<file path="config.mk">
export PLATFORM = sky130hd
export DESIGN_NAME = seq_divider
export DESIGN_NICKNAME = d
export VERILOG_FILES = /design/src/rtl/seq_divider.sv
export SDC_FILE = /design/constraint.sdc
export NUM_CORES = 1
export LEC_CHECK = 0
export CORE_MARGIN = 5
export CORE_UTILIZATION = 55
export CTS_CLUSTER_DIAMETER = 40
export DETAILED_ROUTE_END_ITERATION = 6
export PLACE_DENSITY = 0.91
export SLEW_MARGIN = 10
export SYNTH_ARGS = -nofsm -noshare
export SYNTH_HDL_FRONTEND = slang
export SYNTH_SLANG_ARGS = --single-unit
</file>
<file path="constraint.sdc">
create_clock -name clk -period 10.4 [get_ports clk]
set_input_delay 2.08 -clock clk [delete_from_list [all_inputs] [get_ports clk]]
set_output_delay 2.08 -clock clk [all_outputs]
set_load 0.005 [all_outputs]
</file>
<file path="src/rtl/seq_divider.sv">
// Sequential unsigned restoring divider: one quotient bit per clock, MSB first.
// A division by zero skips the iteration and reports all-ones / dividend.
module seq_divider #(
  parameter int DATA_WID = 32
) (
  input  logic                clk,
  input  logic                rst,
  input  logic                start,
  input  logic [DATA_WID-1:0] dividend,
  input  logic [DATA_WID-1:0] divisor,
  output logic                busy,
  output logic                done,
  output logic [DATA_WID-1:0] quotient,
  output logic [DATA_WID-1:0] remainder,
  output logic                div_by_zero
);

  localparam int CNT_W = $clog2(DATA_WID + 1);

  typedef enum logic [1:0] {
    IDLE,
    RUN,
    DONE
  } state_t;

  state_t              state;
  logic [CNT_W-1:0]    count;
  logic [DATA_WID-1:0] part_rem;
  logic [DATA_WID-1:0] work;
  logic [DATA_WID-1:0] dvsr;

  logic [DATA_WID:0]   shifted;
  logic [DATA_WID:0]   trial;
  logic [DATA_WID-1:0] next_rem;
  logic [DATA_WID-1:0] next_work;

  assign busy = (state == RUN);

  // One restoring step: shift the next dividend bit into the partial remainder,
  // trial-subtract the divisor and keep the difference only if it did not borrow.
  always_comb begin
    shifted   = {part_rem, work[DATA_WID-1]};
    trial     = shifted - {1'b0, dvsr};
    next_rem  = trial[DATA_WID-1:0];
    next_work = {work[DATA_WID-2:0], 1'b1};
    if (trial[DATA_WID]) begin
      next_rem  = shifted[DATA_WID-1:0];
      next_work = {work[DATA_WID-2:0], 1'b0};
    end
  end

  // Control FSM with datapath and registered result/handshake outputs.
  always_ff @(posedge clk or posedge rst) begin
    if (rst) begin
      state       <= IDLE;
      count       <= '0;
      part_rem    <= '0;
      work        <= '0;
      dvsr        <= '0;
      quotient    <= '0;
      remainder   <= '0;
      div_by_zero <= 1'b0;
      done        <= 1'b0;
    end else begin
      done <= 1'b0;
      case (state)
        IDLE, DONE: begin
          if (start) begin
            dvsr     <= divisor;
            work     <= dividend;
            part_rem <= '0;
            count    <= CNT_W'(DATA_WID);
            if (divisor == '0) begin
              state       <= DONE;
              quotient    <= '1;
              remainder   <= dividend;
              div_by_zero <= 1'b1;
              done        <= 1'b1;
            end else begin
              state <= RUN;
            end
          end else begin
            state <= IDLE;
          end
        end
        RUN: begin
          part_rem <= next_rem;
          work     <= next_work;
          count    <= count - CNT_W'(1);
          if (count == CNT_W'(1)) begin
            state       <= DONE;
            quotient    <= next_work;
            remainder   <= next_rem;
            div_by_zero <= 1'b0;
            done        <= 1'b1;
          end
        end
        default: state <= IDLE;
      endcase
    end
  end

endmodule
</file>
==> out/qor.csv <==
stage;metric;value;unit
setup_path;critPathLaunchType;input pin;
logic_synthesis;yosys_register_bits;170;
timing;max_slew_margin;32.3;%
logic_synthesis;synth_edf_count;0;
layout;num-nets-final;1221;
floorplan;die_area;19000;um^2
floorplan;num_io_pins;134;
timing;tns;0;ns
timing;period_share;50.6;%
layout;syn2layout_area_growth;22.6;%
detailed_routing;viasPerCell;6.12;
detailed_routing;drc_errors;0;
timing;rsz0062_at_grt;false;
layout;design_area;11000;um^2
clock_tree;postCtsSetupBuffers;0;
layout;drive_gt1_share;5.13;%
setup_path;worstPathMaxFanout;67;
timing;worst_pin_slew;1.01;ns
power;power_leakage;4.82;nW
logic_synthesis;synth_sequential_area_ratio;47.3;%
setup_path;cp.arrival;5.62;ns
logic_synthesis;yosysUniqueCellTypes;64;
floorplan;die_height;138;um
detailed_routing;routed-via-count;8239;
logic_synthesis;synth_nets;1115;
setup_path;startpoint;divisor[25];
clock_tree;cts_root_buf;clkbuf_16;
detailed_routing;first_pass_iters;5;
grt;grt_pass1_vias;7823;
setup_path;regToRegSetupSlack;6.31;ns
timing;clock_skew;0.00633;ns
setup_path;critPathCapture;remainder[31];
detailed_routing;drt-total-wl;24600;um
power;peakVddDrop;0.183;mV
floorplan;initial_core_util;56.4;%
placed_design;port-buffer-count;133;
setup_path;r2r_cells;12;
clock_tree;cts_tree;done;
logic_synthesis;ys.flop_type;dfrtp_1;
floorplan;core-area;15900;um^2
detailed_routing;antenna_left;0;
setup_path;r2r_end;part_rem[21];
timing;hold_viol;0;
grt;antenna_found_initial;0;
grt;grtUsageTotal;26.7;%
layout;final_cell_mix;170 x dfrtp_1, 167 x nand2_1, 133 x clkdlybuf4s50_1;
clock_tree;clkSinkCount;170;
grt;gr-total-overflow;0;
placed_design;place.gp.congestion;0.944;
detailed_routing;post_drt_wl_per_cell;18.3;um
logic_synthesis;avgSynthCellArea;8.87;um^2
logic_synthesis;yosys-top-cells-area;dfrtp_1 47%, nand2_1 7.0%, o21ai_0 5.9%;
clock_tree;clockBufferDepth;2;
layout;register_area;4250;um^2
clock_tree;cts_resized;0;
min_path;hold_path.class;reg -> reg;
setup_path;cp-end-kind;register;
timing;drv_slew;0;
clock_tree;cts.clk_slew.worst_paths;0.07;ns
layout;num_antenna_cells;0;
placed_design;place_area;10500;um^2
layout;multiInputGateArea;4370;um^2
layout;final_common_cell;dfrtp_1;
grt;grt_max_degree;101;
logic_synthesis;synth_top_area_share;47.3;%
floorplan;die_width;138;um
timing;final.min_clock_period;5.27;ns
power;total_power;4.53;mW
detailed_routing;drt_iter0_drc;839;
floorplan;core.rowCount;46;
clock_tree;hold_buffers;0;
layout;num-fill-cells;1164;
logic_synthesis;yosys_warnings;0;
clock_tree;htreeDepth;4;
clock_tree;clock_latency;0.43;ns
setup_path;r2r_start;work[31];
layout;post-route-util;69.1;%
timing;finalSetupViolCount;0;
timing;fmax;0.190;GHz
grt;grt_first_pass_wirelength;39900;um
power;power_density;412;nW/um^2
status;run_status;completed;
placed_design;hpwl;17100;um
setup_path;path_class;in -> reg;
clock_tree;cts_buffers;17;
flow_run;maxCapViolations;0;
logic_synthesis;synth_top_cell_by_area;dfrtp_1;
logic_synthesis;synthArstFlopShare;100;%
logic_synthesis;syn_area;8990;um^2
logic_synthesis;syn_inst;1013;
setup_path;critPathRequiredTime;10.76;ns
==> cell type report <==
| class | instances | share of cell area, % |
|---|---|---|
| Clock buffer | 19 | 4.02 |
| Clock inverter | 12 | 1.05 |
| Inverter | 45 | 1.58 |
| Multi-Input combinational cell | 744 | 39.6 |
| Sequential cell | 170 | 38.6 |
| Tap cell | 216 | 2.45 |
| Timing Repair Buffer | 141 | 12.6 |
==> cell usage after synthesis (2+ instances only) <==
cell type  count
a211oi_1       5
a21boi_0       4
xor2_1         8
a21o_1        16
nand2_1      167
o22ai_1        3
a22oi_1       26
o211ai_1       6
inv_1         45
a22o_1         2
o21ai_1        5
buf_4          3
or2_2          2
nand2b_1       5
nor4_1        12
dfrtp_1      170
clkbuf_1      41
nand4_1        8
a31oi_1       37
xnor2_1       17
and2_1         4
buf_2          3
a32oi_1        3
nor3b_1        2
nor2_1        93
o21ai_0      106
or3_1          4
ha_1          34
o211ai_2       2
o41ai_1        3
a21oi_1       77
and3_1         6
buf_1          7
nor3_1        11
nor2b_1        5
mux2i_1       22
a211o_1        6
o31a_1         2
o21bai_1       3
nand3_1        9
o21a_1         6
==> cell families (layout without fill, tap and decap cells) <==
family / after synthesis / after routing / synth area share, %
buf+inv: 99 / 217 / 4.30
mux: 24 / 24 / 2.73
xor+xnor: 25 / 25 / 2.44
flops: 170 / 170 / 47.3
simple gates: 336 / 336 / 16.1
compound gates: 324 / 324 / 22.1
fa+ha+maj: 35 / 35 / 4.96
==> state kept, by name, indices dropped and copies added, names as in the netlist <==
signal,cells
div_by_zero,1
dvsr,32
remainder,32
done,1
state,2
count,6
part_rem,32
quotient,32
work,32
==> power breakdown <==
group | total, mW | switching, mW | internal, mW
clock network | 0.610 | 0.273 | 0.337
logic | 2.71 | 1.58 | 1.13
registers | 1.21 | 0.211 | 1.00
==> layer usage <==
layer  up-vias  wire length (um)  track usage (%)
met5         -                 0                0
met4         0               532             9.60
met3        57              2250             4.64
met2       416             11300             42.0
met1      3972             10500             37.3
li1       3794                 -                -
==> worst max-delay path, cell delays in order <==
cell,delay [ns]
clkdlybuf4s50_1,0.42
nor4_1,0.61
nand4_1,0.35
nor4_2,0.26
buf_4,0.38
nor2_2,0.08
buf_4,0.26
inv_2,0.77
o21ai_0,0.21
a21oi_1,0.16
==> stage by stage <==
step | std cells | setup WS (ns) | hold WS, ns
floorplan | 1013 | 3.72 | 0.447
global placement | 1316 | 4.82 | 0.459
detailed placement | 1316 | 4.72 | 0.465
CTS | 1347 | 5.12 | 0.480
global route | 1347 | 4.83 | 0.509
finish | 1347 | 5.13 | 0.482
==> worst min-delay path by stage <==
| stage | start | to | slack, ns | depth (start not counted) |
|---|---|---|---|---|
| 2_1_floorplan | count[4] | count[4] | 0.45 | 1 |
| 3_3_place_gp | count[4] | count[4] | 0.46 | 1 |
| 3_5_place_dp | div_by_zero | div_by_zero | 0.46 | 1 |
| 4_1_cts | div_by_zero | div_by_zero | 0.48 | 1 |
| 5_1_grt | count[4] | count[4] | 0.51 | 1 |
| 6_report | div_by_zero | div_by_zero | 0.48 | 1 |
No activity file was read; power rests on OpenSTA's default activity.
